--- config.mk ---
export PLATFORM = sky130hd
export DESIGN_NAME = lif_scheduler
export DESIGN_NICKNAME = d
export VERILOG_FILES = /design/src/rtl/lif_pkg.sv /design/src/rtl/lif_update.sv /design/src/rtl/lif_scheduler.sv
export SDC_FILE = /design/constraint.sdc
export NUM_CORES = 1
export LEC_CHECK = 0
export ABC_AREA = 1
export CAP_MARGIN = 20
export CORE_AREA = 2 2 118 120
export DETAILED_ROUTE_END_ITERATION = 8
export DIE_AREA = 0 0 120 122
export PLACE_DENSITY = 0.73
export SLEW_MARGIN = 20
export SYNTH_ARGS = -nofsm -noshare
export SYNTH_HDL_FRONTEND = slang
export SYNTH_HIERARCHICAL = 1
export SYNTH_SLANG_ARGS = --single-unit
--- constraint.sdc ---
create_clock -name clk -period 4.6 [get_ports clk]
set_input_delay 0.69 -clock clk [delete_from_list [all_inputs] [get_ports clk]]
set_output_delay 0.69 -clock clk [all_outputs]
set_load 0.005 [all_outputs]
--- src/rtl/lif_pkg.sv ---
// Shared types and constants for the time-multiplexed LIF neuron scheduler.
package lif_pkg;

  typedef enum logic [1:0] {
    IDLE,
    READ,
    WRITE,
    DONE
  } lif_state_t;

  localparam logic [7:0] DEFAULT_THRESHOLD   = 8'd200;
  localparam int         DEFAULT_NUM_NEURONS = 4;
  localparam int         ADDR_THRESH         = DEFAULT_NUM_NEURONS;

  // The threshold register sits one address above the last current register.
  function automatic int thresh_addr(input int num_neurons);
    return num_neurons;
  endfunction

endpackage

--- src/rtl/lif_update.sv ---
// Combinational leak/integrate/fire rule shared by every virtual neuron.
module lif_update #(
  parameter int LEAK_SHIFT = 1
) (
  input  logic [7:0] state,
  input  logic [7:0] current,
  input  logic [7:0] threshold,
  output logic [7:0] next_state,
  output logic       spike
);

  logic [9:0] sum_wide;
  logic [7:0] sum_sat;

  // Ten bits hold the worst case of 255 + 255 before clamping to 8 bits.
  always_comb begin
    sum_wide   = {2'b00, state} - ({2'b00, state} >> LEAK_SHIFT) + {2'b00, current};
    sum_sat    = (sum_wide > 10'd255) ? 8'hFF : sum_wide[7:0];
    spike      = (sum_sat >= threshold);
    next_state = spike ? (sum_sat - threshold) : sum_sat;
  end

endmodule

--- src/rtl/lif_scheduler.sv ---
// Sweeps one shared lif_update datapath over all virtual neurons once per
// timestep tick; also holds the config registers, spike vector and monitor.
module lif_scheduler
  import lif_pkg::*;
#(
  parameter int          NUM_NEURONS = 4,
  parameter logic [23:0] TICK_CYCLES = 24'd10_000_000,
  parameter logic [7:0]  THRESHOLD   = DEFAULT_THRESHOLD,
  parameter int          LEAK_SHIFT  = 1
) (
  input  logic                           clk,
  input  logic                           rst_n,
  input  logic                           ena,
  input  logic                           cfg_we,
  input  logic [$clog2(NUM_NEURONS):0]   cfg_addr,
  input  logic [7:0]                     cfg_data,
  input  logic [$clog2(NUM_NEURONS)-1:0] mon_sel,
  output logic [7:0]                     mon_state,
  output logic [NUM_NEURONS-1:0]         spikes,
  output logic                           sweep_done,
  output logic                           busy,
  output logic                           overrun
);

  localparam int               IW        = $clog2(NUM_NEURONS);
  localparam logic [IW-1:0]    LAST_IDX  = IW'(NUM_NEURONS - 1);
  localparam logic [IW:0]      THR_ADDR  = (IW + 1)'(thresh_addr(NUM_NEURONS));
  localparam logic [23:0]      TICK_LAST = TICK_CYCLES - 24'd1;

  lif_state_t             fsm_q, fsm_d;
  logic [23:0]            prescale;
  logic                   tick;
  logic [IW-1:0]          idx;
  logic [7:0]             membrane [NUM_NEURONS];
  logic [7:0]             current  [NUM_NEURONS];
  logic [7:0]             threshold;
  logic [7:0]             op_state, op_current, upd_state;
  logic                   upd_spike;
  logic [NUM_NEURONS-1:0] shadow, shadow_next;

  assign tick       = ena && (prescale == TICK_LAST);
  assign busy       = (fsm_q != IDLE);
  assign sweep_done = (fsm_q == DONE);

  always_ff @(posedge clk) begin
    if (!rst_n) begin
      prescale <= '0;
    end else if (ena) begin
      prescale <= (prescale == TICK_LAST) ? 24'd0 : prescale + 24'd1;
    end
  end

  always_ff @(posedge clk) begin
    if (!rst_n) fsm_q <= IDLE;
    else        fsm_q <= fsm_d;
  end

  always_comb begin
    fsm_d = fsm_q;
    case (fsm_q)
      IDLE:    if (tick) fsm_d = READ;
      READ:    fsm_d = WRITE;
      WRITE:   fsm_d = (idx == LAST_IDX) ? DONE : READ;
      DONE:    fsm_d = IDLE;
      default: fsm_d = IDLE;
    endcase
  end

  always_comb begin
    shadow_next      = shadow;
    shadow_next[idx] = upd_spike;
  end

  lif_update #(.LEAK_SHIFT(LEAK_SHIFT)) u_update (
    .state      (op_state),
    .current    (op_current),
    .threshold  (threshold),
    .next_state (upd_state),
    .spike      (upd_spike)
  );

  // Spikes are published from the last WRITE so they are already visible
  // during the DONE cycle alongside the sweep_done pulse.
  always_ff @(posedge clk) begin
    if (!rst_n) begin
      idx        <= '0;
      op_state   <= '0;
      op_current <= '0;
      shadow     <= '0;
      spikes     <= '0;
      overrun    <= 1'b0;
      mon_state  <= '0;
      threshold  <= THRESHOLD;
      for (int i = 0; i < NUM_NEURONS; i++) begin
        membrane[i] <= '0;
        current[i]  <= '0;
      end
    end else begin
      mon_state <= membrane[mon_sel];
      if (tick && (fsm_q != IDLE)) overrun <= 1'b1;
      if (cfg_we) begin
        if (!cfg_addr[IW]) current[cfg_addr[IW-1:0]] <= cfg_data;
        else if (cfg_addr == THR_ADDR) threshold <= (cfg_data == 8'd0) ? 8'd1 : cfg_data;
      end
      case (fsm_q)
        IDLE: if (tick) idx <= '0;
        READ: begin
          op_state   <= membrane[idx];
          op_current <= current[idx];
        end
        WRITE: begin
          membrane[idx] <= upd_state;
          shadow        <= shadow_next;
          if (idx == LAST_IDX) spikes <= shadow_next;
          else                 idx    <= idx + 1'b1;
        end
        default: ;
      endcase
    end
  end

endmodule

==> impl_metrics.env <==
export IMPL_clk_pin_slew_ns=0.06
export IMPL_async_reset_ff_frac=0
export IMPL_yosys_area_top_type_share=0.2635
export IMPL_max_cap_viol_count=0
export IMPL_end_kind="register"
export IMPL_min_to="spikes[3]$_SDFFE_PN0P_"
export IMPL_dr_pass1_iters=6
export IMPL_antenna_left=0
export IMPL_placed_cells=1140
export IMPL_met1_usage=0.3089
export IMPL_ys_types=45
export IMPL_p_leak_nw=3.568
export IMPL_viasPerCell=5.307
export IMPL_dpl_hpwl_mm=11.97
export IMPL_rrSetupSlack_ns=0.24
export IMPL_gp_congestion=0.9256
export IMPL_num_fill_cells=1190
export IMPL_die_h_um=122
export IMPL_vias=6231
export IMPL_clk_path_buf_depth=2
export IMPL_syn_num_nets=1001
export IMPL_finClkSkew_ns=0.007992
export IMPL_synth_ff_type="dfxtp_1"
export IMPL_max_freq_mhz=229.3
export IMPL_hold_path_class="reg2reg"
export IMPL_synth_edf_count=64
export IMPL_holdPathStages=2
export IMPL_htree_num_levels=4
export IMPL_layout_nets=1031
export IMPL_ys_warnings_count=6
export IMPL_post_route_drc_count=0
export IMPL_slew_violations=0
export IMPL_power_mw=2.720
export IMPL_ys_seq_area_frac=0.4501
export IMPL_min_period_ns=4.361
export IMPL_grt_max_degree=37
export IMPL_crit_fanout=9
export IMPL_yosysTopAreaCell="edfxtp_1"
export IMPL_rsz0062_at_grt="true"
export IMPL_multi_input_area_mm2=0.003385
export IMPL_root_buffer="clkbuf_16"
export IMPL_peakVddDrop_uv=330.5
export IMPL_outcome="finished clean"
export IMPL_syn_to_final_growth_pct=15.64
export IMPL_clkSinkCount=132
export IMPL_ys_ff_latch=132
export IMPL_grt_busiest_layer="met2"
export IMPL_r2r_cells=26
export IMPL_final_area_mm2=0.008436
export IMPL_initial_core_util=0.5402
export IMPL_avgSynthCellArea_um2=7.670
export IMPL_drive_above_1_share=0.08451
export IMPL_synth_common_cells="nand2_1, inv_1, nor2_1"
export IMPL_grt_first_pass_wirelength_mm=27.92
export IMPL_finalHoldViolCount=0
export IMPL_dpl_instance_area_mm2=0.007741
export IMPL_critPathKind="reg2reg"
export IMPL_numCtsBuffers=17
export IMPL_regArea_mm2=0.003288
export IMPL_grt_use_total=0.2452
export IMPL_insertion_delay_ns=0.42
export IMPL_antenna_found_initial=0
export IMPL_required_ns=4.86
export IMPL_grt_pass1_vias=5813
export IMPL_dieArea_mm2=0.01464
export IMPL_r2r_end="membrane[3][0]$_DFFE_PP_"
export IMPL_period_share=0.9480
export IMPL_r2r_start="op_state[0]$_SDFFE_PN0N_"
export IMPL_hp_start="spikes[3]$_SDFFE_PN0P_"
export IMPL_synthTopCellsByArea="edfxtp_1, dfxtp_1, nand2_1"
export IMPL_grtUsageMet2=0.4144
export IMPL_drtIter0Drc=480
export IMPL_worstSetupStartpointType="register"
export IMPL_row_count=43
export IMPL_cts_tree="built"
export IMPL_syn_inst=951
export IMPL_port_buffers=31
export IMPL_fp_dieW_um=120
export IMPL_core_area_mm2=0.01350
export IMPL_fin_cells=1174
export IMPL_met3_usage=0.05805
export IMPL_synth_most_common_cell="nand2_1"
export IMPL_slew_headroom=0.3028
export IMPL_crit_arrival_ns=4.62
export IMPL_wl_per_cell_um=14.94
export IMPL_synthesis_area_mm2=0.007294
export IMPL_power_density_mw_per_mm2=322.4
export IMPL_overflow=0
export IMPL_drt_wl_total_mm=17.54
export IMPL_worst_pin_slew_ns=1.044
export IMPL_final_setup_viol_count=0
export IMPL_ios=32
export IMPL_n_antenna_cell=0
-- flip-flops by register name (all words and copies together) (netlist names) --
signal      cells
current        32
fsm_q           2
idx             2
membrane       32
mon_state       8
op_current      8
op_state        8
overrun         1
prescale       24
shadow          3
spikes          4
threshold       8
-- cells in the final DEF, fill, tap and decap left out, types with 2 or more instances in the layout --
master	n
a21oi_1	69
a31oi_1	3
buf_4	8
bufinv_16	2
clkbuf_1	2
clkbuf_16	17
clkdlybuf4s50_1	31
clkinv_1	3
clkinv_2	3
clkinv_4	3
dfxtp_1	66
edfxtp_1	64
fa_1	2
ha_1	24
ha_4	5
inv_1	149
inv_2	6
inv_6	3
nand2_1	150
nand2_2	5
nand3_1	38
nand3_2	3
nand4_1	10
nor2_1	149
nor2_2	7
nor3_1	16
nor3_2	3
o211ai_1	11
o21a_1	2
o21ai_0	86
o21ai_1	4
o21bai_1	2
o22ai_1	8
or2_2	4
xnor2_1	4
xor2_1	11
-- worst max path at each step --
stage	from	to	slack, ns
floorplan	op_state[3]$_SDFFE_PN0N_	membrane[3][0]$_DFFE_PP_	0.47
global placement	op_state[3]$_SDFFE_PN0N_	membrane[3][0]$_DFFE_PP_	0.21
detailed placement	op_state[3]$_SDFFE_PN0N_	membrane[3][0]$_DFFE_PP_	0.12
CTS	op_state[3]$_SDFFE_PN0N_	membrane[3][0]$_DFFE_PP_	0.05
global route	op_state[0]$_SDFFE_PN0N_	spikes[0]$_SDFFE_PN0P_	-0.11
finish	op_state[0]$_SDFFE_PN0N_	membrane[3][0]$_DFFE_PP_	0.24
-- worst max-delay path, stage by stage, from the launching register on --
cell and delay [ns]:
dfxtp_1 0.32, inv_1 0.04, ha_1 0.22, fa_2 0.36, inv_1 0.06, nand2_1 0.04, nand2_1 0.08, nand2_1 0.07
xor2_1 0.23, ha_1 0.32, nand2_1 0.12, inv_1 0.06, nand2_1 0.06, nand2_1 0.05, nor2_2 0.15, xor2_1 0.26
nand2_1 0.14, ha_1 0.41, nand2_1 0.10, nor3_2 0.17, nand4_1 0.23, nand3_4 0.20, inv_6 0.06, or2_0 0.19
nand2_1 0.07, inv_1 0.07, nor2_1 0.12
-- what timing repair did --
action / 4_1_cts / 5_1_grt
endpoints found under the setup margin: 0 / 39
hold buffers: 0 / 0
buffers inserted: 0 / 1
gates resized for setup: 0 / 23
-- power breakdown --
group | internal, mW | leakage, nW | switching [mW] | total (mW)
sequential | 1.27 | 1.19 | 0.0129 | 1.28
combinational | 0.0477 | 2.10 | 0.0844 | 0.132
clock | 0.795 | 0.277 | 0.511 | 1.31
-- through the flow --
step / setup TNS (ns) / hold WS [ns] / util / worst slack [ns]
3_3_place_gp: 0 / 0.4393 / 0.5732 / 0.2104
4_1_cts: 0 / 0.4669 / 0.6152 / 0.05276
2_1_floorplan: 0 / 0.4397 / - / 0.4717
3_5_place_dp: 0 / 0.4514 / 0.5732 / 0.1247
5_1_grt: -1.872 / 0.5031 / 0.6247 / -0.1084
6_report: 0 / 0.4622 / 0.6247 / 0.2394
-- area by class of cell --
| cell class | instances | share of cell area |
|---|---|---|
| multi-input combinational | 633 | 0.4012 |
| sequential | 132 | 0.3898 |
| inverter | 158 | 0.07120 |
| clock buffer | 19 | 0.05132 |
| timing repair buffer | 39 | 0.04390 |
| tap | 180 | 0.02670 |
| clock inverter | 13 | 0.01587 |
-- layer usage --
metal  vias to the layer above  routed length [um]  part of all wire
met2                       187                8476              0.48
met5                         -                   0                 0
met1                      2852                7742              0.44
met3                        29                 980             0.056
li1                       3163                   -                 -
met4                         0                 341             0.019
-- logic make-up (layout without fill, tap and decap cells) --
family | Yosys count | count (layout) | synth area share
AO/OA/AOI/OAI | 192 | 192 | 0.1417
XOR/XNOR | 15 | 15 | 0.01801
adder cells (fa/ha/maj) | 33 | 33 | 0.05969
buffers and inverters | 187 | 229 | 0.1014
flip-flops | 132 | 132 | 0.4501
AND/OR/NAND/NOR | 392 | 393 | 0.2292
No activity file was read; power rests on OpenSTA's default activity.
